### config.mk
export PLATFORM = sky130hd
export DESIGN_NAME = riscv_dmem_arbiter_flat
export DESIGN_NICKNAME = d
export VERILOG_FILES = /design/src/rtl/riscv_mpsoc_pkg.sv /design/src/rtl/riscv_dmem_arbiter_if.sv /design/src/rtl/riscv_rr_arbiter.sv /design/src/rtl/riscv_dmem_arbiter.sv /design/src/flat_wrapper.sv
export SDC_FILE = /design/constraint.sdc
export NUM_CORES = 1
export LEC_CHECK = 0
export ABC_AREA = 1
export BUFFER_PORTS_ARGS = -buffer_cell sky130_fd_sc_hd__buf_2
export CAP_MARGIN = 0
export CORE_AREA = 2 2 216 218
export CTS_CLUSTER_SIZE = 25
export DETAILED_ROUTE_END_ITERATION = 6
export DIE_AREA = 0 0 218 220
export SLEW_MARGIN = 20
export SYNTH_ARGS = -nofsm -noshare
export SYNTH_HDL_FRONTEND = slang
export SYNTH_SLANG_ARGS = --single-unit
### constraint.sdc
create_clock -name clk_i -period 1.9 [get_ports clk_i]
set_input_delay 0.095 -clock clk_i [delete_from_list [all_inputs] [get_ports clk_i]]
set_output_delay 0.095 -clock clk_i [all_outputs]
set_load 0.05 [all_outputs]
### src/rtl/riscv_mpsoc_pkg.sv
// Shared types for the data-memory arbiter: FSM states, well-known requester
// indices and the round-robin pointer advance.
package riscv_mpsoc_pkg;

   typedef enum logic [1:0] {
      ARB_IDLE = 2'd0,
      ARB_BUSY = 2'd1,
      ARB_RESP = 2'd2
   } arb_state_e;

   localparam int ARB_LSU = 0;
   localparam int ARB_PTW = 1;

   // Requester that gets first look after `cur` has been served.
   function automatic int unsigned rr_next(input int unsigned cur, input int unsigned n);
      return (cur + 1 >= n) ? 0 : cur + 1;
   endfunction

endpackage

### src/rtl/riscv_dmem_arbiter_if.sv
// Requester-side and memory-side signals of the data-memory arbiter.
// Handshake: a requester holds req (and its adr/we/be/d) until ack or err pulses
// for it; the arbiter holds mem_req and mem_* stable until mem_ack or mem_err.
interface riscv_dmem_arbiter_if #(
   parameter int XLEN = 64,
   parameter int NREQ = 2
);
   logic [NREQ-1:0]                 req;
   logic [NREQ-1:0]                 kill;
   logic [NREQ-1:0]                 lock;
   logic [NREQ-1:0][XLEN-1:0]       adr;
   logic [NREQ-1:0]                 we;
   logic [NREQ-1:0][XLEN/8-1:0]     be;
   logic [NREQ-1:0][XLEN-1:0]       d;
   logic [NREQ-1:0]                 ack;
   logic [NREQ-1:0]                 err;
   logic [XLEN-1:0]                 q;

   logic                            mem_req;
   logic [XLEN-1:0]                 mem_adr;
   logic                            mem_we;
   logic [XLEN/8-1:0]               mem_be;
   logic [XLEN-1:0]                 mem_d;
   logic                            mem_ack;
   logic                            mem_err;
   logic [XLEN-1:0]                 mem_q;

   modport slave (
      input  req, kill, lock, adr, we, be, d, mem_ack, mem_err, mem_q,
      output ack, err, q, mem_req, mem_adr, mem_we, mem_be, mem_d
   );

   modport master (
      output req, kill, lock, adr, we, be, d, mem_ack, mem_err, mem_q,
      input  ack, err, q, mem_req, mem_adr, mem_we, mem_be, mem_d
   );

endinterface

### src/rtl/riscv_rr_arbiter.sv
// Combinational round-robin pick: first set request at or after ptr, wrapping.
module riscv_rr_arbiter #(
   parameter int NREQ = 2,
   parameter int IW   = 1
) (
   input  logic [NREQ-1:0] req,
   input  logic [IW-1:0]   ptr,
   output logic [NREQ-1:0] grant,
   output logic [IW-1:0]   idx
);

   logic hit;

   // Later writes win: the wrapped region is scanned first so any candidate
   // at or after ptr overrides it, and each scan ends on its lowest index.
   always_comb begin
      idx = '0;
      hit = 1'b0;
      for (int c = NREQ - 1; c >= 0; c--) begin
         if (req[c] && (IW'(c) < ptr)) begin
            idx = IW'(c);
            hit = 1'b1;
         end
      end
      for (int c = NREQ - 1; c >= 0; c--) begin
         if (req[c] && (IW'(c) >= ptr)) begin
            idx = IW'(c);
            hit = 1'b1;
         end
      end
      grant = '0;
      if (hit) grant[idx] = 1'b1;
   end

endmodule

### src/rtl/riscv_dmem_arbiter.sv
// Shares the single data-memory port between NREQ requesters: round-robin,
// one outstanding transaction, per-requester kill and lock for atomics.
module riscv_dmem_arbiter
   import riscv_mpsoc_pkg::*;
#(
   parameter int XLEN = 64,
   parameter int NREQ = 2
) (
   input  logic                clk_i,
   input  logic                rst_ni,
   riscv_dmem_arbiter_if.slave bus,
   output arb_state_e          dbg_state
);

   localparam int IW = (NREQ > 1) ? $clog2(NREQ) : 1;
   localparam int BW = XLEN / 8;

   arb_state_e      state;
   logic [IW-1:0]   owner;
   logic [IW-1:0]   rr_ptr;
   logic            lock_held;
   logic            killed;

   logic            mem_req;
   logic [XLEN-1:0] mem_adr;
   logic            mem_we;
   logic [BW-1:0]   mem_be;
   logic [XLEN-1:0] mem_d;
   logic [NREQ-1:0] ack;
   logic [NREQ-1:0] err;
   logic [XLEN-1:0] q;

   logic [NREQ-1:0] owner_oh;
   logic [NREQ-1:0] eligible;
   logic [NREQ-1:0] pick_grant;
   logic [IW-1:0]   pick_idx;
   logic            lock_active;
   logic            kill_owner_now;

   always_comb begin
      owner_oh        = '0;
      owner_oh[owner] = 1'b1;
   end

   // A held lock is released in IDLE as soon as the owner drops lock or is flushed.
   assign lock_active    = lock_held & bus.lock[owner] & ~bus.kill[owner];
   assign eligible       = bus.req & ~bus.kill & (lock_active ? owner_oh : {NREQ{1'b1}});
   assign kill_owner_now = killed | bus.kill[owner];

   riscv_rr_arbiter #(
      .NREQ (NREQ),
      .IW   (IW)
   ) u_rr (
      .req   (eligible),
      .ptr   (rr_ptr),
      .grant (pick_grant),
      .idx   (pick_idx)
   );

   always_ff @(posedge clk_i or negedge rst_ni) begin
      if (!rst_ni) begin
         state     <= ARB_IDLE;
         owner     <= '0;
         rr_ptr    <= '0;
         lock_held <= 1'b0;
         killed    <= 1'b0;
         mem_req   <= 1'b0;
         mem_adr   <= '0;
         mem_we    <= 1'b0;
         mem_be    <= '0;
         mem_d     <= '0;
         ack       <= '0;
         err       <= '0;
         q         <= '0;
      end else begin
         ack <= '0;
         err <= '0;
         unique case (state)
            ARB_IDLE: begin
               if (lock_held && !lock_active) lock_held <= 1'b0;
               if (|pick_grant) begin
                  owner   <= pick_idx;
                  mem_adr <= bus.adr[pick_idx];
                  mem_we  <= bus.we[pick_idx];
                  mem_be  <= bus.be[pick_idx];
                  mem_d   <= bus.d[pick_idx];
                  mem_req <= 1'b1;
                  state   <= ARB_BUSY;
               end
            end
            ARB_BUSY: begin
               // The bus transfer always runs to completion; a flush only mutes the reply.
               if (bus.kill[owner]) killed <= 1'b1;
               if (bus.mem_ack || bus.mem_err) begin
                  mem_req <= 1'b0;
                  q       <= bus.mem_q;
                  state   <= ARB_RESP;
                  if (!kill_owner_now) begin
                     err[owner] <= bus.mem_err;
                     ack[owner] <= ~bus.mem_err;
                  end
               end
            end
            ARB_RESP: begin
               state     <= ARB_IDLE;
               killed    <= 1'b0;
               rr_ptr    <= IW'(rr_next(32'(owner), NREQ));
               lock_held <= bus.lock[owner] & ~killed;
            end
            default: state <= ARB_IDLE;
         endcase
      end
   end

   assign bus.mem_req = mem_req;
   assign bus.mem_adr = mem_adr;
   assign bus.mem_we  = mem_we;
   assign bus.mem_be  = mem_be;
   assign bus.mem_d   = mem_d;
   assign bus.ack     = ack;
   assign bus.err     = err;
   assign bus.q       = q;
   assign dbg_state   = state;

endmodule

### src/flat_wrapper.sv
// flat-port wrapper written by rule: the top's interface ports become plain ports
module riscv_dmem_arbiter_flat import riscv_mpsoc_pkg::*;
#(
   parameter int XLEN = 64,
   parameter int NREQ = 2
)
  (clk_i, rst_ni, dbg_state, bus_req, bus_kill, bus_lock, bus_adr, bus_we, bus_be, bus_d, bus_mem_ack, bus_mem_err, bus_mem_q, bus_ack, bus_err, bus_q, bus_mem_req, bus_mem_adr, bus_mem_we, bus_mem_be, bus_mem_d);
  riscv_dmem_arbiter_if #(.XLEN(XLEN), .NREQ(NREQ)) bus_i ();
  input  logic clk_i;
  input  logic rst_ni;
  output arb_state_e dbg_state;
  input wire logic [$bits(bus_i.req)-1:0] bus_req;
  input wire logic [$bits(bus_i.kill)-1:0] bus_kill;
  input wire logic [$bits(bus_i.lock)-1:0] bus_lock;
  input wire logic [$bits(bus_i.adr)-1:0] bus_adr;
  input wire logic [$bits(bus_i.we)-1:0] bus_we;
  input wire logic [$bits(bus_i.be)-1:0] bus_be;
  input wire logic [$bits(bus_i.d)-1:0] bus_d;
  input wire logic [$bits(bus_i.mem_ack)-1:0] bus_mem_ack;
  input wire logic [$bits(bus_i.mem_err)-1:0] bus_mem_err;
  input wire logic [$bits(bus_i.mem_q)-1:0] bus_mem_q;
  output wire logic [$bits(bus_i.ack)-1:0] bus_ack;
  output wire logic [$bits(bus_i.err)-1:0] bus_err;
  output wire logic [$bits(bus_i.q)-1:0] bus_q;
  output wire logic [$bits(bus_i.mem_req)-1:0] bus_mem_req;
  output wire logic [$bits(bus_i.mem_adr)-1:0] bus_mem_adr;
  output wire logic [$bits(bus_i.mem_we)-1:0] bus_mem_we;
  output wire logic [$bits(bus_i.mem_be)-1:0] bus_mem_be;
  output wire logic [$bits(bus_i.mem_d)-1:0] bus_mem_d;
  assign bus_i.req = bus_req;
  assign bus_i.kill = bus_kill;
  assign bus_i.lock = bus_lock;
  assign bus_i.adr = bus_adr;
  assign bus_i.we = bus_we;
  assign bus_i.be = bus_be;
  assign bus_i.d = bus_d;
  assign bus_i.mem_ack = bus_mem_ack;
  assign bus_i.mem_err = bus_mem_err;
  assign bus_i.mem_q = bus_mem_q;
  assign bus_ack = bus_i.ack;
  assign bus_err = bus_i.err;
  assign bus_q = bus_i.q;
  assign bus_mem_req = bus_i.mem_req;
  assign bus_mem_adr = bus_i.mem_adr;
  assign bus_mem_we = bus_i.mem_we;
  assign bus_mem_be = bus_i.mem_be;
  assign bus_mem_d = bus_i.mem_d;
  riscv_dmem_arbiter #(.XLEN(XLEN), .NREQ(NREQ)) u_core (.clk_i(clk_i), .rst_ni(rst_ni), .bus(bus_i), .dbg_state(dbg_state));
endmodule
Word-level counts from Yosys, hierarchy flattened:

Cells that the tools add are included.

* bits in registers: 212

* reductions and logical operators: 20
* equal/unequal tests: 6
* magnitude comparators: 9
* add/sub/neg operators: 1
* multiplexer cells: 42
* bitwise gates (word level): 12

Operator list (count)
* $mux 64: 4
* $mux 1: 20
* $mux 2: 10
* $mux 8: 2
* $reduce_and 2->1: 5
* $and 2x2->2: 4
* $ne 2x1->1 const B: 4
* $logic_and 1x1->1: 7
* $pmux 1 s2: 3
* $reduce_bool 2->1: 3
* $lt 1x2->1 const B: 2
* $pmux 2 s2: 1
* $and 1x1->1: 3
* $not 1->1: 3
* $reduce_and 3->1: 1
* $add 1x1->2 const B: 1
* $demux 1 s1: 2
* $eq 2x1->1 const B: 1
* $eq 2x2->1 const B: 1
* $ge 1x1->1 const A: 2
* $ge 1x1->1 const B: 2
* $ge 2x2->1 const B: 1
* $logic_not 2->1: 1
* $lt 1x1->1 const A: 2
* other kinds (5): 5

Depth between registers and ports, before layout:

Gate-level depths: netlist of run 1.

* depth after elaboration: 19
* depth in mapped cells: 11
* depth with buffers taken out: 9

Modules after synthesis:

A second synthesis of run 1 with hierarchy kept.

* cell total of the unflattened synthesis: 1083
* area total of the unflattened synthesis: 9517.9 µm²

Modules (own cells, without submodules)
* riscv_dmem_arbiter: area an instance 9489.1 µm², cells an instance 1078, instances 1
* riscv_rr_arbiter: area an instance 28.8 µm², cells an instance 5, instances 1

Least setup slack after synthesis of run 1:

OpenSTA, ideal clock, no wires.

* kind: flip-flop to flip-flop
* from: register u_core.state[0] (netlist: u_core.dbg_state[0])
* to: register u_core.q[14] (netlist: u_core.bus.q[14])
* path buffers: 2
* data arrival time: 1.653 ns
* data required time: 1.781 ns
* path slack: 0.128 ns
* stages on the path, launching flop included: 10
* period minus slack after synthesis: 1.772 ns
* cell sequence: dfrtp_1 inv_1 nor2_1 inv_1 nor2_1 inv_1 clkbuf_1 buf_2 nand2_1 nand2_1

* word-level cells in the longest chain between the ends: 2

Ends and longest elaborated chain
* from (decl): RTL line riscv_dmem_arbiter.sv:18 `arb_state_e state;`
* from (signal assigned): RTL line riscv_dmem_arbiter.sv:62 `state <= ARB_IDLE;`
* from (signal assigned): RTL line riscv_dmem_arbiter.sv:88 `state <= ARB_BUSY;`
* from (signal assigned): RTL line riscv_dmem_arbiter.sv:97 `state <= ARB_RESP;`
* $eq 2x1->1: RTL line riscv_dmem_arbiter.sv:78 `unique case (state)`
* $reduce_and 2->1 (no line)
* to (signal assigned): RTL line riscv_dmem_arbiter.sv:96 `q <= bus.mem_q;`
* to (decl): RTL line riscv_dmem_arbiter.sv:31 `logic [XLEN-1:0] q;`

Every way passes these cells.
A chain may end at the register's enable or synchronous reset.

Worst setup path after layout of run 1:

* from: register u_core.owner
* to: register u_core.mem_adr[44] (netlist: u_core.bus.mem_adr[44])

* word-level cells in the longest chain between the ends: 18

Ends and longest elaborated chain
* from (decl): RTL line riscv_dmem_arbiter.sv:19 `logic [IW-1:0] owner;`
* from (signal assigned): RTL line riscv_dmem_arbiter.sv:82 `owner <= pick_idx;`
* $lt 1x2->1 (not written as such) (tied with other cells): RTL line riscv_dmem_arbiter.sv:42 `owner_oh[owner] = 1'b1;`
* $logic_and 1x1->1 (not written as such) or $mux 1 (tied branches): RTL line riscv_dmem_arbiter.sv:42, riscv_dmem_arbiter.sv:46
* $mux 1 (not written as such) (tied with other cells): RTL line riscv_dmem_arbiter.sv:42
* $demux 1 s1 or $and 1x1->1 (tied branches)
* $mux 2 (*): RTL line riscv_dmem_arbiter.sv:47 `assign eligible = bus.req & ~bus.kill & (lock_active ? owner_oh : {NREQ{1'b1}});`
* $and 2x2->2 (*): RTL line riscv_dmem_arbiter.sv:47
* $logic_and 1x1->1: RTL line riscv_rr_arbiter.sv:20 `if (req[c] && (IW'(c) < ptr)) begin`
* $mux 1 (2 in series): RTL line riscv_rr_arbiter.sv:20
* $mux 1 (2 in series): RTL line riscv_rr_arbiter.sv:26 `if (req[c] && (IW'(c) >= ptr)) begin`
* $lt 1x2->1 (not written as such) or $ge 1x1->1 (tied branches): RTL line riscv_rr_arbiter.sv:32 `if (hit) grant[idx] = 1'b1;`
* $logic_and 1x1->1 (not written as such): RTL line riscv_rr_arbiter.sv:32
* $mux 1 (not written as such): RTL line riscv_rr_arbiter.sv:32
* $demux 1 s1: RTL line riscv_rr_arbiter.sv:32
* $mux 2: RTL line riscv_rr_arbiter.sv:32
* $reduce_or 2->1: RTL line riscv_dmem_arbiter.sv:81 `if (|pick_grant) begin`
* $reduce_and 2->1 (no line)
* to (signal assigned): RTL line riscv_dmem_arbiter.sv:83 `mem_adr <= bus.adr[pick_idx];`
* to (decl): RTL line riscv_dmem_arbiter.sv:25 `logic [XLEN-1:0] mem_adr;`

Every way passes the cells marked *; elsewhere a longest branch is shown, timed or not. The select of a mux whose other input is x is not followed.

==> impl_metrics.json, run 1 <==
{
  "diodes": 0,
  "grt_pass1_vias": 13768,
  "wl_per_cell_um": 14.9,
  "route.final.wire_length_um": 45100,
  "overflow": 0,
  "muxShareOfSynthArea_pct": 0,
  "grt_pass1_wl_um": 67900,
  "seqPwrFrac_pct": 28.5,
  "start_kind": "flip-flop",
  "syn2layout_area_growth_pct": 74.2,
  "ys_ff_latch": 212,
  "rsz0062_at_grt": "false",
  "via_per_inst": 4.47,
  "die_w_um": 218,
  "dpl.hpwl_um": 28000,
  "n_fill_cell": 4405,
  "synth_adder_area_share_pct": 0,
  "required_ns": 2.37,
  "ys.flop_type": "dfrtp_1",
  "grt_use_total_pct": 17.5,
  "worst_clock_skew_ns": 0.0132,
  "hold_class": "in -> reg",
  "drv_cap": 0,
  "final_hold_viol_count": 0,
  "antenna_found_initial": 0,
  "vias": 13505,
  "drive_gt1_share_pct": 27.4,
  "r2r_cells": 10,
  "root_buffer": "clkbuf_16",
  "worstMarginPinSlew_ns": 0.662,
  "clk_pin_slew_ns": 0.06,
  "synth_area_um2": 10800,
  "power.internal_mw": 12.9,
  "relSlewSlack_pct": 55.9,
  "end_kind": "flip-flop",
  "nets": 2747,
  "grt_max_degree": 69,
  "synth-xor-area-share_pct": 0,
  "synth-simple-area-share_pct": 35.4,
  "fin_crit_ns": 1.74,
  "post-route-util_pct": 41.0,
  "status": "finished, final reports clean",
  "async_reset_ff_share_pct": 100,
  "insertion_delay_ns": 0.54,
  "p_leak_nw": 11.0,
  "ys_seq_area_share_pct": 49.1,
  "clk_path_buf_depth": 3,
  "yosysTopAreaCell": "dfrtp_1",
  "setup_viol": 0,
  "io_buffer_count": 555,
  "setup_slack_ns": 0.155,
  "worstPathArrival_ns": 2.22,
  "switching_share_pct": 51.8,
  "core_um2": 45900,
  "post-place-cells": 2635,
  "die-area_um2": 48000,
  "cts_buffers": 24,
  "slew_viol_final": 0,
  "ant_nets": 0,
  "power.switching_mw": 13.9,
  "synth-edff-count": 0,
  "clock.fmax_ghz": 0.573,
  "synthTopCellsByCount": "617 x nand2_1, 287 x inv_1, 276 x nand3_1",
  "syn-instance-count": 1509,
  "power_frac_comb_pct": 53.0,
  "cts_sinks": 212,
  "place_ws_ns": 0.183,
  "drt-initial-drc-count": 971,
  "finalCritPeriodShare_pct": 91.8,
  "synth_compound_area_share_pct": 0.382,
  "h-tree-depth": 1,
  "synth_top_family_by_area": "simple AND/OR/NAND/NOR gates",
  "yosysMostFrequentCell": "nand2_1",
  "cellPowerDensity_nw_per_um2": 1430,
  "gp_congestion": 0.915,
  "synth_top_area_share_pct": 49.1,
  "start_util_pct": 23.5,
  "p_clk_share_pct": 18.5,
  "critical_path_class": "reg -> reg",
  "synth.net_count": 1857,
  "netlist_top_cells_area": "dfrtp_1 49%, nand2_1 21%, nand3_1 13%",
  "synthDistinctLibCells": 23,
  "cts_tree": "done",
  "crit_fanout": 40,
  "worstHoldPathCells": 5,
  "drtPass1Iterations": 5,
  "post-route-drc-count": 0,
  "tns_ns": 0,
  "row_count": 79,
  "dieHeight_um": 220,
  "fin_cells": 3023,
  "syn_area_per_cell_um2": 7.16,
  "num_io_pins": 556,
  "peakVddDrop_mv": 1.45,
  "ys_warn_count": 0
}
## power groups by stage
stage	logic [mW]	clock network (mW)	registers [mW]
3_5_place_dp	13.6	0	7.63
3_3_place_gp	13.5	0	7.61
2_1_floorplan	2.82	0	14.5
4_1_cts	14.1	5.11	7.63
6_report	14.2	4.96	7.66
5_1_grt	15.0	5.30	7.88
## path summary, 6_finish.rpt
| check | startpoint | end | slack [ns] |
|---|---|---|---|
| setup / recovery | u_core.owner$_DFFE_PN0P_ | u_core.bus.mem_adr[44]$_DFFE_PN0P_ | 0.16 |
| hold reg to reg | u_core.bus.q[45]$_DFFE_PN0P_ | u_core.bus.q[45]$_DFFE_PN0P_ | 0.47 |
| setup reg to reg | u_core.owner$_DFFE_PN0P_ | u_core.bus.mem_adr[44]$_DFFE_PN0P_ | 0.16 |
| min in group asynchronous | rst_ni | u_core.bus.mem_d[44]$_DFFE_PN0P_ | 0.12 |
| hold / removal | bus_kill[1] | u_core.killed$_DFFE_PN0P_ | 0.05 |
| max in group asynchronous | rst_ni | u_core.bus.mem_adr[58]$_DFFE_PN0P_ | 1.09 |
## routing by layer
| layer | share of wire [%] | routed length [um] | track usage (%) |
|---|---|---|---|
| met4 | 6.4 | 2860 | 11.3 |
| met2 | 49 | 21900 | 30.6 |
| met5 | 0 | 0 | 0 |
| met3 | 8.9 | 4010 | 4.68 |
| met1 | 36 | 16300 | 18.6 |
## critical path, cell delays in order (launching register included)
cell	delay [ns]
dfrtp_1	0.41
inv_2	0.08
nand2_1	0.07
nand2_2	0.07
nand3_2	0.10
nand2_2	0.09
a21oi_4	0.22
buf_12	0.25
buf_4	0.20
nand3_1	0.09
nand2_1	0.06
## sequential cells by signal, indices dropped and copies added (netlist names)
signal and cells:
u_core.bus.mem_adr 64, u_core.bus.mem_d 64, u_core.bus.q 64, u_core.bus.mem_be 8, u_core.bus.ack 2, u_core.bus.err 2
u_core.dbg_state 2, u_core.bus.mem_req 1, u_core.bus.mem_we 1, u_core.killed 1, u_core.lock_held 1, u_core.owner 1
u_core.rr_ptr 1
## what timing repair did
action / CTS / global route
gates resized for setup: 0 / 3
setup endpoints to repair: 0 / 1
hold buffers: 345 / 0
hold endpoints to repair: 355 / 0
buffers inserted: 0 / 0
## stage by stage
stage               area, um^2  hold WS (ns)  total power, mW
finish                   18800        0.0540             26.8
global route             18800         0.109             28.2
CTS                      18800        0.0271             26.8
detailed placement       14500         0.118             21.2
global placement         14500         0.118             21.1
floorplan                10800        -0.201             17.3
## cell families (layout without fill, tap and decap cells)
family / count (synthesis) / after routing
AND/OR/NAND/NOR: 914 / 914
buffers and inverters: 377 / 1284
flip-flops: 212 / 212
AO/OA/AOI/OAI: 6 / 6
## final cells by class
class                           instances  area [um^2]  area share (%)
Inverter                              288         1080            5.76
Multi-Input combinational cell        920         3900            20.7
Tap cell                              607          759            4.04
Timing Repair Buffer                  953         6930            36.8
Clock inverter                          9          129           0.685
Clock buffer                           34          709            3.77
Sequential cell                       212         5310            28.2
## cell usage in the layout, fill, tap and decap left out, types with 4 or more instances in the layout
cell and count:
nand2_1 617, buf_2 554, dlygate4sd3_1 345, inv_1 285, nand3_1 276, dfrtp_1 212, buf_4 30, clkbuf_16 25
buf_12 23, nor2_1 5, clkbuf_8 5, nand2_2 4, clkbuf_1 4
Note: power is estimated with default switching activity, not from simulation.
==> run 2, diff against run 1 <==
--- a/config.mk
+++ b/config.mk
@@ -5,13 +5,12 @@
 export SDC_FILE = /design/constraint.sdc
 export NUM_CORES = 1
 export LEC_CHECK = 0
-export ABC_AREA = 1
-export BUFFER_PORTS_ARGS = -buffer_cell sky130_fd_sc_hd__buf_2
 export CAP_MARGIN = 0
 export CORE_AREA = 2 2 216 218
 export CTS_CLUSTER_SIZE = 25
 export DETAILED_ROUTE_END_ITERATION = 6
 export DIE_AREA = 0 0 218 220
+export DONT_BUFFER_PORTS = 1
 export SLEW_MARGIN = 20
 export SYNTH_ARGS = -nofsm -noshare
 export SYNTH_HDL_FRONTEND = slang
==> run 2 against run 1 <==
  * The run now fails in clock tree synthesis
  * Area after synthesis shrank 16%
  * Synthesized cell count shrank 38%
==> impl_metrics.json, run 2 <==
{
  "error": "[ERROR RSZ-0060] Max buffer count reached.",
  "netlist_top_cells_area": "dfrtp_1 59%, a21oi_1 15%, mux2_2 8.0%",
  "io_buffer_count": 0,
  "row_count": 79,
  "yosysMostFrequentCell": "a21oi_1",
  "h-tree-depth": 1,
  "ys_seq_area_share_pct": 58.6,
  "post_cts_resized": 0,
  "ys_warn_count": 0,
  "synth_compound_area_share_pct": 16.2,
  "gp_congestion": 0.838,
  "synth-edff-count": 0,
  "cts_buffers": 24,
  "synth_top_area_share_pct": 58.6,
  "synthTopCellsByCount": "274 x a21oi_1, 212 x dfrtp_1, 142 x nand2_1, 142 x nor2_1, 64 x mux2_2",
  "status": "stopped before the end",
  "post_cts_buffers": 0,
  "synth_adder_area_share_pct": 0,
  "root_buffer": "clkbuf_16",
  "async_reset_ff_share_pct": 100,
  "dpl.hpwl_um": 21500,
  "synth-simple-area-share_pct": 13.2,
  "ys_ff_latch": 212,
  "syn-instance-count": 930,
  "syn_area_per_cell_um2": 9.73,
  "synthDistinctLibCells": 29,
  "clk_path_buf_depth": 3,
  "num_io_pins": 556,
  "start_util_pct": 19.7,
  "synth_area_um2": 9050,
  "yosysTopAreaCell": "dfrtp_1",
  "synth_top_family_by_area": "compound AO/OA/AOI/OAI gates",
  "cts_sinks": 212,
  "muxShareOfSynthArea_pct": 8.18,
  "dieHeight_um": 220,
  "synth-xor-area-share_pct": 0,
  "flow.stopped_at": "clock tree synthesis",
  "postCtsHoldBufs": 308,
  "die_w_um": 218,
  "synth.net_count": 1278,
  "ys.flop_type": "dfrtp_1"
}
## run 2: changes by cell type after synthesis, sizes merged, moves of 3 or more
cell,delta
nand3,-278
clkbuf,+11
a21oi,+272
nand2b,+3
mux2,+64
inv,-287
nand2,-481
nor2,+135
buf,-32
## run 2: cells by family after synthesis
kind of cell	after synthesis
multiplexers	66
AO/OA/AOI/OAI	286
flip-flops	212
buffers and inverters	69
AND/OR/NAND/NOR	297
## run 2: per-stage QoR
step | cell area [um^2] | setup slack, ns | hold slack (ns) | instances
3_5_place_dp | 9860 | 0.0623 | -0.197 | 1497
3_3_place_gp | 9860 | 0.0913 | -0.196 | 1497
2_1_floorplan | 9050 | 0.128 | -0.201 | 930
==> run 3, diff against run 2 <==
--- a/config.mk
+++ b/config.mk
@@ -6,11 +6,11 @@
 export NUM_CORES = 1
 export LEC_CHECK = 0
 export CAP_MARGIN = 0
-export CORE_AREA = 2 2 216 218
-export CTS_CLUSTER_SIZE = 25
+export CORE_AREA = 2 2 218 220
 export DETAILED_ROUTE_END_ITERATION = 6
-export DIE_AREA = 0 0 218 220
+export DIE_AREA = 0 0 220 222
 export DONT_BUFFER_PORTS = 1
+export PLACE_DENSITY_LB_ADDON = 0.15
 export SLEW_MARGIN = 20
 export SYNTH_ARGS = -nofsm -noshare
 export SYNTH_HDL_FRONTEND = slang
==> run 3 against run 2 <==
  * The run again fails in clock tree synthesis
  * Synthesized cell count did not move
  * Area after synthesis did not move
==> impl_metrics.json, run 3 <==
{
  "dpl.hpwl_um": 25000,
  "root_buffer": "clkbuf_16",
  "synth-edff-count": 0,
  "dieHeight_um": 222,
  "async_reset_ff_share_pct": 100,
  "postCtsHoldBufs": 315,
  "cts_buffers": 26,
  "cts_sinks": 212,
  "synth.net_count": 1278,
  "io_buffer_count": 0,
  "post_cts_buffers": 0,
  "clk_path_buf_depth": 3,
  "synth_top_area_share_pct": 58.6,
  "ys_ff_latch": 212,
  "row_count": 79,
  "syn-instance-count": 930,
  "synthTopCellsByCount": "274 x a21oi_1, 212 x dfrtp_1, 142 x nand2_1, 142 x nor2_1, 64 x mux2_2",
  "ys.flop_type": "dfrtp_1",
  "ys_warn_count": 0,
  "yosysTopAreaCell": "dfrtp_1",
  "ys_seq_area_share_pct": 58.6,
  "synth_area_um2": 9050,
  "status": "stopped before the end",
  "gp_congestion": 0.787,
  "num_io_pins": 556,
  "h-tree-depth": 1,
  "flow.stopped_at": "clock tree synthesis",
  "post_cts_resized": 0,
  "yosysMostFrequentCell": "a21oi_1",
  "synthDistinctLibCells": 29,
  "die_w_um": 220,
  "start_util_pct": 19.6,
  "netlist_top_cells_area": "dfrtp_1 59%, a21oi_1 15%, mux2_2 8.0%",
  "syn_area_per_cell_um2": 9.73,
  "error": "[ERROR RSZ-0060] Max buffer count reached."
}
run 3: cell families after synthesis:
logic type,Yosys count,synth area share (%)
buf+inv,69,3.83
mux,66,8.18
simple gates,297,13.2
compound gates,286,16.2
flops,212,58.6
run 3: per-stage QoR:
stage                     util, %  area [um^2]  worst slack [ns]  instances  hold WS (ns)
after detailed placement     22.0        10200            0.0448       1529        -0.195
after floorplan                 -         9050             0.128        930        -0.201
after global placement       22.0        10200            0.0187       1529        -0.194
